### src/rtl/imem_arbiter.sv
// imem_arbiter: shares one single-port program RAM between the CPU fetch port
// and a loader port. After reset, RAM access is held off for STARTUP_CYCLES
// cycles so the block RAM contents can settle. On contention the two ports
// take turns. Define IMEM_ARB_LOADER_PRIO_EN to give the loader strict
// priority instead.
module imem_arbiter #(
   parameter int ADDR_W         = 11,
   parameter int DATA_W         = 32,
   parameter int STARTUP_CYCLES = 16000
) (
   input  logic              clk_i,
   input  logic              rst_ni,
   input  logic              fetch_req_i,
   input  logic [ADDR_W-1:0] fetch_addr_i,
   output logic              fetch_gnt_o,
   output logic              fetch_rvalid_o,
   output logic [DATA_W-1:0] fetch_rdata_o,
   input  logic              load_req_i,
   input  logic              load_we_i,
   input  logic [ADDR_W-1:0] load_addr_i,
   input  logic [DATA_W-1:0] load_wdata_i,
   output logic              load_gnt_o,
   output logic              load_rvalid_o,
   output logic [DATA_W-1:0] load_rdata_o,
   output logic              ram_en_o,
   output logic              ram_we_o,
   output logic [ADDR_W-1:0] ram_addr_o,
   output logic [DATA_W-1:0] ram_wdata_o,
   input  logic [DATA_W-1:0] ram_rdata_i,
   output logic              ready_o
);

   localparam int CNT_W = (STARTUP_CYCLES > 0) ? $clog2(STARTUP_CYCLES + 1) : 1;
   localparam logic [CNT_W-1:0] CNT_INIT = CNT_W'(STARTUP_CYCLES);

   typedef enum logic {ST_STARTUP, ST_RUN} state_e;

   state_e           state_q, state_d;
   logic [CNT_W-1:0] cnt_q, cnt_d;
   logic             fetch_rvalid_q, load_rvalid_q;
   logic             fetch_gnt, load_gnt;

   // Startup countdown; leaves STARTUP on the edge where the counter is zero.
   always_comb begin
      state_d = state_q;
      cnt_d   = cnt_q;
      case (state_q)
         ST_STARTUP: begin
            if (cnt_q == '0) state_d = ST_RUN;
            else             cnt_d   = cnt_q - CNT_W'(1);
         end
         default: ;
      endcase
   end

   // State and counter registers.
   always_ff @(posedge clk_i or negedge rst_ni) begin
      if (!rst_ni) begin
         state_q <= ST_STARTUP;
         cnt_q   <= CNT_INIT;
      end else begin
         state_q <= state_d;
         cnt_q   <= cnt_d;
      end
   end

   assign ready_o = (state_q == ST_RUN);

`ifdef IMEM_ARB_LOADER_PRIO_EN
   // Grant select: a lone requester always wins, on contention the loader wins.
   always_comb begin
      fetch_gnt = 1'b0;
      load_gnt  = 1'b0;
      if (ready_o) begin
         load_gnt  = load_req_i;
         fetch_gnt = fetch_req_i & ~load_req_i;
      end
   end
`else
   localparam logic PORT_FETCH  = 1'b0;
   localparam logic PORT_LOADER = 1'b1;

   logic last_gnt_q, last_gnt_d;

   // Grant select: a lone requester always wins, on contention the port that
   // was not served most recently wins.
   always_comb begin
      fetch_gnt = 1'b0;
      load_gnt  = 1'b0;
      if (ready_o) begin
         if (fetch_req_i && load_req_i) begin
            if (last_gnt_q == PORT_LOADER) fetch_gnt = 1'b1;
            else                           load_gnt  = 1'b1;
         end else begin
            fetch_gnt = fetch_req_i;
            load_gnt  = load_req_i;
         end
      end
   end

   // Remember which port was served last; idle cycles leave it unchanged.
   always_comb begin
      last_gnt_d = last_gnt_q;
      if (load_gnt)       last_gnt_d = PORT_LOADER;
      else if (fetch_gnt) last_gnt_d = PORT_FETCH;
   end

   // Round-robin pointer; starts at LOADER so the first contention goes to fetch.
   always_ff @(posedge clk_i or negedge rst_ni) begin
      if (!rst_ni) last_gnt_q <= PORT_LOADER;
      else         last_gnt_q <= last_gnt_d;
   end
`endif

   assign fetch_gnt_o = fetch_gnt;
   assign load_gnt_o  = load_gnt;
   assign ram_en_o    = fetch_gnt | load_gnt;
   assign ram_we_o    = load_gnt & load_we_i;
   assign ram_addr_o  = load_gnt ? load_addr_i : fetch_addr_i;
   assign ram_wdata_o = load_wdata_i;

   // Read-valid tracks last cycle's read grants (RAM has one cycle of latency).
   always_ff @(posedge clk_i or negedge rst_ni) begin
      if (!rst_ni) begin
         fetch_rvalid_q <= 1'b0;
         load_rvalid_q  <= 1'b0;
      end else begin
         fetch_rvalid_q <= fetch_gnt;
         load_rvalid_q  <= load_gnt & ~load_we_i;
      end
   end

   assign fetch_rvalid_o = fetch_rvalid_q;
   assign load_rvalid_o  = load_rvalid_q;
   assign fetch_rdata_o  = ram_rdata_i;
   assign load_rdata_o   = ram_rdata_i;

endmodule

### config.mk
export PLATFORM = sky130hd
export DESIGN_NAME = imem_arbiter
export DESIGN_NICKNAME = d
export VERILOG_FILES = /design/src/rtl/imem_arbiter.sv
export SDC_FILE = /design/constraint.sdc
export NUM_CORES = 1
export LEC_CHECK = 0
export CORE_MARGIN = 5
export CORE_UTILIZATION = 25
export DETAILED_ROUTE_END_ITERATION = 6
export PLACE_DENSITY = 0.79
export SLEW_MARGIN = 40
export SYNTH_ARGS = -nofsm -noshare
export SYNTH_HDL_FRONTEND = slang
export SYNTH_SLANG_ARGS = --single-unit
### constraint.sdc
create_clock -name clk_i -period 2 [get_ports clk_i]
set_clock_uncertainty 0.05 [all_clocks]
set_input_delay 0.6 -clock clk_i [delete_from_list [all_inputs] [get_ports clk_i]]
set_output_delay 0.6 -clock clk_i [all_outputs]
set_load 0.005 [all_outputs]
==> results.sh, run 1 <==
export IMPL_clock_root_buffer="clkbuf_8"
export IMPL_drv_cap=0
export IMPL_critPathTopFamily="flip-flops"
export IMPL_insertion_delay_ns=0.26
export IMPL_netlist_area_sq_mm=0.001737
export IMPL_hold_class="reg2reg"
export IMPL_syn_num_nets=283
export IMPL_post_route_period_util_pct=108.9
export IMPL_cts_tree="built"
export IMPL_grt_pass1_vias=1046
export IMPL_row_count=30
export IMPL_htreeDepth=1
export IMPL_clkTransAtPathRegs_ns=0.07
export IMPL_final_hold_violation_count=0
export IMPL_min_to="cnt_q[13]"
export IMPL_synth_simple_area_share_pct=13.33
export IMPL_cts_hold_buf=0
export IMPL_dpl_instance_area_sq_mm=0.001648
export IMPL_drc_errors=0
export IMPL_power_w=0.0008981
export IMPL_rsz0062_at_grt="yes"
export IMPL_ys_seq_area_share_pct=26.44
export IMPL_track_usage_pct=7.189
export IMPL_slew_headroom_pct=73.51
export IMPL_drive_gt1_share_pct=36.84
export IMPL_synth_xor_area_share_pct=4.035
export IMPL_postLayoutSetupSlackWorst_ns=-0.1777
export IMPL_ir_drop_v=0.0002083
export IMPL_postRouteAntennaNets=0
export IMPL_final_cell_mix="26 x clkdlybuf4s50_1, 14 x buf_6, 11 x mux2_4, 11 x dfrtp_1"
export IMPL_critPathKind="reg2out"
export IMPL_cpPeakStageDelay_ns=0.55
export IMPL_synth_adder_area_share_pct=0.7205
export IMPL_cp_slowest_cell="dfstp_2"
export IMPL_hp_start="cnt_q[13]"
export IMPL_grt_pass1_wl_microns=4947
export IMPL_period_minus_slack_ns=2.178
export IMPL_pin_count=205
export IMPL_grt_max_degree=19
export IMPL_worstPathCellList="nand2_2 > nand3_4 > buf_8 > mux2_4 > buf_6"
export IMPL_worstPathMaxFanout=7
export IMPL_r2r_end="cnt_q[9]"
export IMPL_ys_seq_elements=18
export IMPL_clock_path_buffers=2
export IMPL_whs_ns=0.4500
export IMPL_cts_buffers=3
export IMPL_status="finished with violations"
export IMPL_dieHeight_microns=93.35
export IMPL_synthMuxAreaShare_pct=8.285
export IMPL_antenna_found_initial=0
export IMPL_vias_per_cell=3.919
export IMPL_async_reset_ff_share_pct=100.0
export IMPL_grt_overflow=0
export IMPL_worst_slew_pin_slew_ns=0.3944
export IMPL_max_freq_ghz=0.4592
export IMPL_place_congestion=0.7688
export IMPL_fin_area_sq_mm=0.001773
export IMPL_synth_compound_area_share_pct=3.242
export IMPL_core_sq_mm=0.006794
export IMPL_leakage_nw=0.7498
export IMPL_drt_total_wl_microns=3274
export IMPL_syn_to_final_growth_pct=2.089
export IMPL_finalMaxSlewViolations=0
export IMPL_cp_start_kind="register"
export IMPL_firstDrtPassIters=4
export IMPL_synth_warnings=0
export IMPL_antennaDiodeCount=0
export IMPL_synth_top_family_by_area="buffers and inverters"
export IMPL_violations="negative setup slack"
export IMPL_nets=245
export IMPL_setup_viol=13
export IMPL_synthDistinctLibCells=29
export IMPL_layout_commonest_cell="clkdlybuf4s50_1"
export IMPL_ys_flop_type="dfrtp_1"
export IMPL_rr_worst_depth=4
export IMPL_dr_total_vias=972
export IMPL_cts_sinks=18
export IMPL_path_buf_inv=2
export IMPL_holdPathStages=1
export IMPL_r2r_slack_ns=0.24
export IMPL_critPathArrivalTime_ns=1.53
export IMPL_cp_required_ns=1.35
export IMPL_drt_iter0_drc=47
export IMPL_fillers=738
export IMPL_port_buffers=44
export IMPL_dieArea_sq_mm=0.008713
export IMPL_cellPowerDensity_mw_per_mm2=506.5
export IMPL_fp_dieW_microns=93.35
export IMPL_dp_hpwl_microns=2440
export IMPL_cp_end_kind="output port"
export IMPL_wire_per_inst_microns=13.20
export IMPL_syn_inst=191
export IMPL_initial_core_util_pct=25.56
export IMPL_synth_avg_cell_area_sq_um=9.092
export IMPL_regToRegStartpoint="cnt_q[3]"
export IMPL_synth_edf_count=0
export IMPL_timing_setup_tns_ns=-1.940
sequential cells by signal (all words and copies together), names as in the netlist:
name and flops:
cnt_q 14, fetch_rvalid_o 1, last_gnt_q 1, load_rvalid_o 1, ready_o 1
synthesized netlist by cell type (2+ instances only):
cell	n	area, sq um
a21oi_1	2	10.01
buf_4	96	720.7
nor2b_1	2	12.51
o21ai_0	3	15.01
o41ai_1	2	17.52
nand2_1	8	30.03
nand4_1	4	25.02
and3_1	2	12.51
dfstp_2	7	183.9
mux2i_1	2	20.02
xnor2_1	8	70.07
nor2_1	6	22.52
dfrtp_1	11	275.3
inv_1	7	26.28
nand3_1	7	35.03
mux2_2	11	123.9
worst max-delay path by stage:
| stage | startpoint | to | slack [ns] | depth (start not counted) |
|---|---|---|---|---|
| floorplan | fetch_req_i | ram_addr_o[2] | 0.009 | 4 |
| global placement | fetch_req_i | ram_addr_o[0] | -0.83 | 6 |
| detailed placement | fetch_req_i | ram_addr_o[6] | -0.87 | 6 |
| CTS | last_gnt_q | ram_addr_o[0] | -0.24 | 6 |
| global route | last_gnt_q | ram_addr_o[0] | -0.23 | 5 |
| finish | last_gnt_q | ram_addr_o[0] | -0.18 | 5 |
cell type report:
cell class	count	area, sq um	area share (%)
timing repair buffer	55	538.0	30.35
sequential	18	459.2	25.90
multi-input combinational	68	574.3	32.39
clock buffer	4	55.05	3.105
inverter	7	26.28	1.482
tap	96	120.1	6.775
layer usage:
layer / vias to the layer above / part of all wire [%] / track usage [%]
li1: 448 / - / -
met1: 449 / 38 / 7.639
met2: 53 / 47 / 10.90
met3: 22 / 10 / 2.574
met4: 0 / 5.2 / 6.838
met5: - / 0 / 0
per-stage QoR:
| stage | util (%) | cells | setup slack [ns] |
|---|---|---|---|
| 5_1_grt | 26.10 | 248 | -0.2306 |
| 6_report | 26.10 | 248 | -0.1777 |
| 3_3_place_gp | 24.25 | 243 | -0.8269 |
| 2_1_floorplan | - | 191 | 0.009367 |
| 4_1_cts | 26.83 | 250 | -0.2449 |
| 3_5_place_dp | 24.25 | 243 | -0.8719 |
kinds of logic (layout without fill, tap and decap cells):
kind of cell | count (synthesis) | after routing
AO/OA/AOI/OAI | 9 | 9
XOR/XNOR | 8 | 8
adder cells (fa/ha/maj) | 1 | 1
buffers and inverters | 105 | 66
flip-flops | 18 | 18
multiplexers | 13 | 13
AND/OR/NAND/NOR | 37 | 37
worst reg2reg max path, stage by stage, from the launching register on:
cell and delay (ns):
dfrtp_1 0.44, nor4_4 0.44, nor4b_4 0.43, nand4_1 0.17
xnor2_1 0.16
repair_timing:
action,in CTS,in global routing
pin swaps,2,1
buffers inserted,2,0
endpoints found under the setup margin,15,14
gates cloned,1,0
resized for setup,97,2
power breakdown:
group | switching [W] | internal (W) | leakage (nW)
Sequential | 0.00000371 | 0.000373 | 0.218
Clock | 0.000124 | 0.000175 | 0.0288
Combinational | 0.0000704 | 0.000152 | 0.503
Total | 0.000198 | 0.000700 | 0.750
(Power assumes the default switching activity.)
==> run 2: changes to the inputs <==
HOLD_SLACK_MARGIN = 0.05   (was unset)
==> results of run 2 <==
No change in the layout: final DEF, timing and power equal those of run 1.
